[src/rtl/mult_div_pkg.sv]
// Shared definitions for the iterative multiply/divide unit: opcodes, FSM
// states, default width and the sign-correction helper.
package mult_div_pkg;

    localparam int LARGURA_PADRAO = 32;
    // One shift-add or restoring step per cycle, one per operand bit.
    localparam int N_ITER         = LARGURA_PADRAO;

    localparam logic [1:0] OP_MULT  = 2'b00;
    localparam logic [1:0] OP_MULTU = 2'b01;
    localparam logic [1:0] OP_DIV   = 2'b10;
    localparam logic [1:0] OP_DIVU  = 2'b11;

    typedef enum logic [1:0] {
        OCIOSO  = 2'd0,
        CALCULA = 2'd1,
        AJUSTA  = 2'd2,
        FIM     = 2'd3
    } estado_t;

    // Conditional two's-complement of one word with an explicit carry-in.
    // A single word is negated with cin = neg; a double word is negated by
    // chaining the carry out of the low word (set only when that word is 0).
    function automatic logic [LARGURA_PADRAO-1:0] corrige_sinal(
        input logic [LARGURA_PADRAO-1:0] v,
        input logic                      neg,
        input logic                      cin
    );
        return (neg ? ~v : v) + {{(LARGURA_PADRAO-1){1'b0}}, cin};
    endfunction

endpackage

[src/rtl/unidade_mult_div.sv]
// Multi-cycle MULT/MULTU/DIV/DIVU unit with HI/LO registers. Both algorithms
// run on magnitudes through one shared adder/subtractor; signs are fixed up
// in a single AJUSTA cycle before the result is committed.
module unidade_mult_div
    import mult_div_pkg::*;
#(
    parameter int LARGURA = LARGURA_PADRAO
) (
    input  logic               clk,
    input  logic               rst,
    input  logic               start,
    input  logic [1:0]         Operacao,
    input  logic [LARGURA-1:0] Valor_Reg1,
    input  logic [LARGURA-1:0] Valor_Reg2,
    input  logic               Escreve_HI,
    input  logic               Escreve_LO,
    input  logic [LARGURA-1:0] Dado_escrita,
    output logic               busy,
    output logic               done,
    output logic               div_zero,
    output logic [LARGURA-1:0] HI,
    output logic [LARGURA-1:0] LO
);

    localparam int               CW     = $clog2(LARGURA);
    localparam logic [CW-1:0]    ULTIMA = CW'(LARGURA - 1);

    estado_t                  estado_q, estado_d;
    logic [1:0]               op_q, op_d;
    logic [LARGURA-1:0]       b_q, b_d;
    // Upper half: partial product / partial remainder.
    // Lower half: multiplier bits being consumed / dividend shifting into quotient.
    logic [2*LARGURA-1:0]     acc_q, acc_d;
    logic [CW-1:0]            cnt_q, cnt_d;
    logic                     neg_q, neg_d;     // product / quotient sign
    logic                     negr_q, negr_d;   // remainder sign (follows A)
    logic                     dz_q, dz_d;
    logic [LARGURA-1:0]       hi_q, hi_d, lo_q, lo_d;

    logic                     eh_div;
    logic [LARGURA:0]         resto_desl;
    logic [LARGURA:0]         som_x, som_y, soma;
    logic                     com_sinal;
    logic [LARGURA-1:0]       abs_a, abs_b;
    logic [LARGURA-1:0]       prod_lo, prod_hi, quo, resto;

    assign eh_div = (op_q == OP_DIV) || (op_q == OP_DIVU);

    // Shared datapath: add |B| to the partial product, or trial-subtract |B|
    // from the shifted partial remainder. Since rem < |B|, the shifted value
    // minus |B| is below 2^LARGURA when non-negative, so bit LARGURA of the
    // result is a clean borrow flag.
    assign resto_desl = {acc_q[2*LARGURA-1:LARGURA], acc_q[LARGURA-1]};
    assign som_x      = eh_div ? resto_desl : {1'b0, acc_q[2*LARGURA-1:LARGURA]};
    assign som_y      = {1'b0, b_q};
    assign soma       = som_x + (eh_div ? ~som_y : som_y) + {{LARGURA{1'b0}}, eh_div};

    assign com_sinal = (Operacao == OP_MULT) || (Operacao == OP_DIV);
    assign abs_a     = (com_sinal && Valor_Reg1[LARGURA-1]) ? -Valor_Reg1 : Valor_Reg1;
    assign abs_b     = (com_sinal && Valor_Reg2[LARGURA-1]) ? -Valor_Reg2 : Valor_Reg2;

    // Sign fix-up. The most-negative / -1 quotient wraps back onto itself.
    assign prod_lo = corrige_sinal(acc_q[LARGURA-1:0], neg_q, neg_q);
    assign prod_hi = corrige_sinal(acc_q[2*LARGURA-1:LARGURA], neg_q,
                                   neg_q && (acc_q[LARGURA-1:0] == '0));
    assign quo     = corrige_sinal(acc_q[LARGURA-1:0], neg_q, neg_q);
    assign resto   = corrige_sinal(acc_q[2*LARGURA-1:LARGURA], negr_q, negr_q);

    // Next-state, operand capture, iteration step and HI/LO writes.
    always_comb begin
        estado_d = estado_q;
        op_d     = op_q;
        b_d      = b_q;
        acc_d    = acc_q;
        cnt_d    = cnt_q;
        neg_d    = neg_q;
        negr_d   = negr_q;
        dz_d     = dz_q;
        hi_d     = hi_q;
        lo_d     = lo_q;
        case (estado_q)
            OCIOSO: begin
                if (start) begin
                    op_d   = Operacao;
                    b_d    = abs_b;
                    acc_d  = {{LARGURA{1'b0}}, abs_a};
                    cnt_d  = '0;
                    neg_d  = com_sinal && (Valor_Reg1[LARGURA-1] ^ Valor_Reg2[LARGURA-1]);
                    negr_d = com_sinal && Valor_Reg1[LARGURA-1];
                    dz_d   = Operacao[1] && (Valor_Reg2 == '0);
                    // Divide-by-zero skips the iterations; it passes through
                    // AJUSTA with the write suppressed so done lands one cycle
                    // after acceptance.
                    estado_d = dz_d ? AJUSTA : CALCULA;
                end else begin
                    if (Escreve_HI) hi_d = Dado_escrita;
                    if (Escreve_LO) lo_d = Dado_escrita;
                end
            end
            CALCULA: begin
                if (eh_div)
                    acc_d = {(soma[LARGURA] ? resto_desl[LARGURA-1:0] : soma[LARGURA-1:0]),
                             acc_q[LARGURA-2:0], ~soma[LARGURA]};
                else
                    acc_d = {(acc_q[0] ? soma : {1'b0, acc_q[2*LARGURA-1:LARGURA]}),
                             acc_q[LARGURA-1:1]};
                cnt_d = cnt_q + 1'b1;
                if (cnt_q == ULTIMA) estado_d = AJUSTA;
            end
            AJUSTA: begin
                if (!dz_q) begin
                    if (eh_div) begin
                        lo_d = quo;
                        hi_d = resto;
                    end else begin
                        lo_d = prod_lo;
                        hi_d = prod_hi;
                    end
                end
                estado_d = FIM;
            end
            FIM: estado_d = OCIOSO;
            default: estado_d = OCIOSO;
        endcase
    end

    // State registers; synchronous reset has priority over everything.
    always_ff @(posedge clk) begin
        if (rst) begin
            estado_q <= OCIOSO;
            op_q     <= OP_MULT;
            b_q      <= '0;
            acc_q    <= '0;
            cnt_q    <= '0;
            neg_q    <= 1'b0;
            negr_q   <= 1'b0;
            dz_q     <= 1'b0;
            hi_q     <= '0;
            lo_q     <= '0;
        end else begin
            estado_q <= estado_d;
            op_q     <= op_d;
            b_q      <= b_d;
            acc_q    <= acc_d;
            cnt_q    <= cnt_d;
            neg_q    <= neg_d;
            negr_q   <= negr_d;
            dz_q     <= dz_d;
            hi_q     <= hi_d;
            lo_q     <= lo_d;
        end
    end

    assign busy     = (estado_q != OCIOSO);
    assign done     = (estado_q == FIM);
    assign div_zero = dz_q;
    assign HI       = hi_q;
    assign LO       = lo_q;

endmodule

[config.mk]
export PLATFORM = sky130hd
export DESIGN_NAME = unidade_mult_div
export DESIGN_NICKNAME = d
export VERILOG_FILES = /design/src/rtl/mult_div_pkg.sv /design/src/rtl/unidade_mult_div.sv
export SDC_FILE = /design/constraint.sdc
export NUM_CORES = 1
export LEC_CHECK = 0
export BUFFER_PORTS_ARGS = -buffer_cell sky130_fd_sc_hd__buf_2
export CORE_ASPECT_RATIO = 1.5
export CORE_MARGIN = 2
export CORE_UTILIZATION = 52
export CTS_BUF_LIST = sky130_fd_sc_hd__clkbuf_16
export DETAILED_ROUTE_END_ITERATION = 8
export GPL_ROUTABILITY_DRIVEN = 0
export PLACE_DENSITY = 0.72
export SKIP_CTS_REPAIR_TIMING = 1
export SKIP_LAST_GASP = 1
export SLEW_MARGIN = 5
export SYNTH_ARGS = -nofsm -noshare
export SYNTH_HDL_FRONTEND = slang
export SYNTH_SLANG_ARGS = --single-unit
[constraint.sdc]
create_clock -name clk -period 5.9 [get_ports clk]
set_input_delay 0.295 -clock clk [delete_from_list [all_inputs] [get_ports clk]]
set_output_delay 0.295 -clock clk [all_outputs]
set_load 0.02 [all_outputs]
Word-level counts from Yosys, hierarchy flattened
Index checks and enable logic that the tools add are counted.
W data, S select, Z words.
{ "word_totals": {"output_inout_bits": 67, "wordCells": 82, "regBits": 172} }
{ "op_classes": {"add_sub_neg": 8, "n_reduce_logical": 19, "bitwise": 5, "mux": 27, "n_eq_ne": 13} }
{ "ops": {"columns": ["op", "count"], "rows": [
  ["$mux W32", 13],
  ["$mux W64", 2],
  ["$pmux W32 S2", 2],
  ["$pmux W64 S2", 1],
  ["$mux W33", 3],
  ["$add A32 B1 Y32", 3],
  ["$logic_not A32 Y1", 2],
  ["$neg A32 Y32", 2],
  ["$not A32 Y32", 2],
  ["$add A33 B1 Y33", 1],
  ["$add A33 B33 Y33", 1],
  ["$not A32 Y33", 1],
  ["$ne A2 B2 Y1 const B", 6],
  ["$eq A2 B2 Y1 const B", 5],
  ["$pmux W5 S2", 1],
  ["$pmux W2 S4", 1],
  ["$reduce_and A4 Y1", 2],
  ["$mux W2", 3],
  ["$reduce_and A2 Y1", 3],
  ["$reduce_bool A2 Y1", 3],
  ["$add A5 B1 Y5 const B", 1],
  ["$eq A5 B5 Y1 const B", 1],
  ["$logic_and A1 B1 Y1", 5],
  ["$mux W5", 1],
  ["5 further kinds", 7]
]} }

Logic depth before layout (Yosys ltp)
{ "depth": {"ltp_word": 8, "depth_mapped": 19, "mapped_depth_nobuf": 14} }

Worst setup path before layout
No wires, ideal clock.
{ "synth_path": {"kind": "register to register", "startpoint": "reg op_q[1]", "endpoint": "reg acc_q[35]", "setup_ns": 0.117, "t_arrival_ns": 4.809, "path_buffers": 6, "synth_period_minus_slack_ns": 4.926, "slack_ns": 0.974, "stages_incl_launch_ff": 18, "cell_sequence": "dfxtp_1 -> clkbuf_1 -> clkbuf_1 -> buf_1 -> clkbuf_1 -> mux2_2 -> ha_1 -> clkbuf_1 -> a21oi_1 -> o21ai_0 -> a2111o_1 -> nand2_1 -> or4b_2 -> nand3_1 -> buf_2 -> mux2i_1 -> a22oi_1 -> a22o_1"} }
{ "synth_via": {"elab_chain_len": 8, "elab_cells_between_ends": 11} }
{ "synth_lines": {"columns": ["item", "line_no", "rtl"], "rows": [
  ["start: declaration", "unidade_mult_div.sv:29", "logic [1:0] op_q, op_d;"],
  ["start signal: assignment", "unidade_mult_div.sv:142", "op_q <= op_d;"],
  ["$eq A2 B2 Y1", "unidade_mult_div.sv:47", "assign eh_div = (op_q == OP_DIV) || (op_q == OP_DIVU);"],
  ["$logic_or A1 B1 Y1 (*)", "unidade_mult_div.sv:47", null],
  ["$mux W33 (on tied branches)", "unidade_mult_div.sv:54, unidade_mult_div.sv:56", null],
  ["$add A33 B33 Y33", "unidade_mult_div.sv:56", "assign soma = som_x + (eh_div ? ~som_y : som_y) + {{LARGURA{1'b0}}, eh_div};"],
  ["$add A33 B1 Y33", "unidade_mult_div.sv:56", null],
  ["$mux W33 / $mux W32 (equally long branches)", "unidade_mult_div.sv:105, unidade_mult_div.sv:102", null],
  ["$mux W64 (*)", "unidade_mult_div.sv:101", "if (eh_div)"],
  ["$pmux W64 S2 (*)", "unidade_mult_div.sv:81", "case (estado_q)"],
  ["end signal: assignment", "unidade_mult_div.sv:133", "acc_q <= '0;"],
  ["end signal: assignment", "unidade_mult_div.sv:144", "acc_q <= acc_d;"],
  ["end: declaration", "unidade_mult_div.sv:33", "logic [2*LARGURA-1:0] acc_q, acc_d;"]
]} }
Every way passes the cells marked *; elsewhere a longest branch is shown, timed or not.
A chain may end at the register's enable or synchronous reset.

Worst setup path after layout
{ "layout_path": {"startpoint": "reg op_q[1]", "endpoint": "reg acc_q[56]"} }
The elaborated chain is that of the path after synthesis.

==> flow_metrics.py <==
metrics = {
    "status": {
        "status": "finished, final reports clean",
    },
    "die": {
        "initial_core_util_pct": 52.35,
        "dieArea_um2": 30900,
        "die_w_um": 144.2,
        "die_y_um": 214.3,
        "io_pins": 170,
        "fp-row-count": 77,
        "core_area_um2": 29290,
    },
    "routing": {
        "dr.pass1.iters": 7,
        "ant_nets": 0,
        "vias": 15793,
        "wl_per_cell_um": 19.17,
        "drt-total-wl_um": 48180,
        "drt_iter0_markers": 1343,
        "drc": 0,
        "routed_via_density": 6.282,
    },
    "critical_path": {
        "crit_buf_inv": 2,
        "crit_path_start_kind": "flop",
        "cpPeakStageDelay_ns": 0.80,
        "crit_cells": 13,
        "crit_fanout": 54,
        "path_class": "flop to flop",
        "reg2reg_depth": 13,
        "worstPathRequired_ns": 6.26,
        "cp-end-kind": "flop",
        "cpMaxStageDelayCell": "dfxtp_4",
        "path_cells": "mux2_2 > fa_1 > a211oi_1 > o211ai_1 > a21oi_1 > buf_4 > nor4_1 > or4b_2 > nand3_1 > buf_4 > mux2i_1 > a211o_1 > a21oi_1",
        "crit_arrival_ns": 5.13,
        "cp_top_family": "compound AO/OA/AOI/OAI gates",
    },
    "power": {
        "pwr_density_cell_nw_per_um2": 392.6,
        "vdd_drop_max_mv": 0.3174,
        "p_leak_uw": 0.006578,
    },
    "global_routing": {
        "grt-ovfl-total": 0,
        "antenna_found_initial": 0,
        "grt_pass1_vias": 14742,
        "grt_max_degree": 82,
        "grtUsageTotal_pct": 30.52,
        "grt_pass1_wl_um": 75690,
    },
    "sta": {
        "grt_setup_unrepaired": "false",
        "max_slew.worst_pin.slew_ns": 1.177,
        "hold_viol": 0,
        "final.setup_skew_ns": 0.01442,
        "max_clock_freq_mhz": 209.7,
        "fin_crit_ns": 4.769,
        "slew_headroom_pct": 21.40,
        "setup_viol": 0,
        "final-max-slew-violation-count": 0,
        "tns_ns": 0,
        "period_share_pct": 80.83,
        "fin_ws_ns": 1.131,
    },
    "clocking": {
        "ctsRootBufferMaster": "clkbuf_16",
        "cts-buffers-inserted": 17,
        "clock_path_buffers": 2,
        "clock-sinks": 171,
        "cts_tree": "built",
        "path_clk_slew_ns": 0.08,
        "htree_levels": 4,
        "clock_latency_ns": 0.46,
    },
    "hold_path": {
        "holdPathStages": 3,
        "hold_class": "primary input to flop",
    },
    "synth": {
        "netlist_top_cells_area": "dfxtp_1, a21oi_1, mux2i_1",
        "yosysSeqAreaShare_pct": 22.33,
        "avgSynthCellArea_um2": 7.371,
        "synth-compound-area-share_pct": 28.53,
        "synth_xor_xnor_area_share_pct": 11.48,
        "synth-simple-area-share_pct": 19.70,
        "ys_ff_latch": 171,
        "synth_nets": 2229,
        "muxShareOfSynthArea_pct": 8.349,
        "synthAdderAreaFrac_pct": 3.803,
        "synthArstFlopShare_pct": 0,
        "syn_area_um2": 15330,
        "synth_top_family_by_area": "compound AO/OA/AOI/OAI gates",
        "synth_edf_count": 0,
        "ys_warn_count": 0,
        "syn_inst": 2080,
        "ys_types": 82,
        "yosys.area.top_type": "dfxtp_1",
        "synth_top_area_share_pct": 22.33,
        "ys.flop_type": "dfxtp_1",
    },
    "final_layout": {
        "fill_cells": 2798,
        "fin_nets": 2255,
        "layout_commonest_cell": "a21oi_1",
        "area_delta_synth_final_pct": 9.190,
        "n_antenna_cell": 0,
        "multiInputGateArea_um2": 11030,
        "drive_above_1_share_pct": 14.06,
        "final_cell_mix": "a21oi_1, nand2_1, nor2_1",
        "seqCellArea_um2": 3428,
    },
    "placed_design": {
        "hpwlAfterDp_um": 35770,
        "port_buffers": 169,
        "dp_slack_ns": 1.238,
    },
    "flow_run": {
        "maxCapViolations": 0,
    },
}
## synth_stat cells (7+ instances only)
library cell and n:
xnor2_1 105, nor3_1 34, dfxtp_1 171, xor2_1 96
a22oi_1 17, inv_1 42, a21oi_1 215, and4_1 9
o21ai_0 123, a311oi_1 13, o22ai_1 10, o41ai_1 8
nand2b_1 26, a211oi_1 68, buf_1 23, mux2_2 31
o211ai_1 40, a21o_1 15, o221ai_1 11, and3_1 19
a31oi_1 23, a31o_2 11, o21a_1 8, o21ai_1 8
nor2_1 180, nand2_1 205, ha_1 45, nor2b_1 17
a21boi_0 7, nand3_1 29, nor4_1 16, o31ai_1 26
or3_1 24, clkbuf_1 157, a22o_1 12, or4_1 9
mux2i_1 93, nand4_1 11, and2_1 13, a211o_1 10
## layout make-up
type	count	area share (%)
clock buffer	17	2.541
clock inverter	15	0.9268
inverter	42	0.9418
multi-input combinational	1678	65.88
sequential	171	20.48
tap	395	2.952
timing repair buffer	196	6.279
## tightest hold or removal path: cells and delay by family
kind                   cells  cell delay (ns)
buffers and inverters      1             0.11
AND/OR/NAND/NOR            1             0.05
AO/OA/AOI/OAI              1             0.05
## per-layer routing
layer  GRT usage [%]  part of all wire [%]  up-vias
li1                -                     -     7614
met1           34.42                    38     7420
met2           53.49                    50      597
met3           3.863                   5.8      162
met4           19.22                   6.8        0
met5               0                     0        -
## metrics by stage
step	cell area, um2	power (uW)	instances	hold slack [ns]	utilization, %
6_report	16740	6572	2514	0.06903	57.16
4_1_cts	16740	6516	2514	0.07191	57.16
5_1_grt	16740	6975	2514	0.09268	57.16
2_1_floorplan	15330	4381	2080	0.4310	-
3_3_place_gp	16160	5285	2482	0.4486	55.17
3_5_place_dp	16160	5364	2482	0.4537	55.17
## power by group
group          internal (uW)  switching (uW)
Clock                    600             561
Combinational           1230            2230
Sequential              1510             440
Total                   3340            3230
## registers in the layout, summed over array words and instances (netlist names)
name,count
neg_q,1
LO,32
cnt_q,5
div_zero,1
b_q,32
op_q,1
negr_q,1
acc_q,64
estado_q,2
HI,32
## kinds of logic (layout without fill, tap and decap cells)
kind of cell | after synthesis | after routing
buffers and inverters | 231 | 270
AOI/OAI and AO/OA | 678 | 678
xor gates and xnor gates | 201 | 201
DFF | 171 | 171
muxes | 124 | 124
and+or+nand+nor | 629 | 629
adders and majority gates | 46 | 46
## worst paths after layout
check / start / slack [ns] / endpoint
setup / recovery: op_q[1]$_SDFFE_PP0P_ / 1.13 / acc_q[56]$_SDFFE_PP0P_
setup reg to reg: op_q[1]$_SDFFE_PP0P_ / 1.13 / acc_q[56]$_SDFFE_PP0P_
hold / removal: Operacao[1] / 0.07 / op_q[1]$_SDFFE_PP0P_
hold reg to reg: b_q[31]$_SDFFE_PP0P_ / 0.47 / b_q[31]$_SDFFE_PP0P_
No activity file was read; power rests on OpenSTA's default activity.
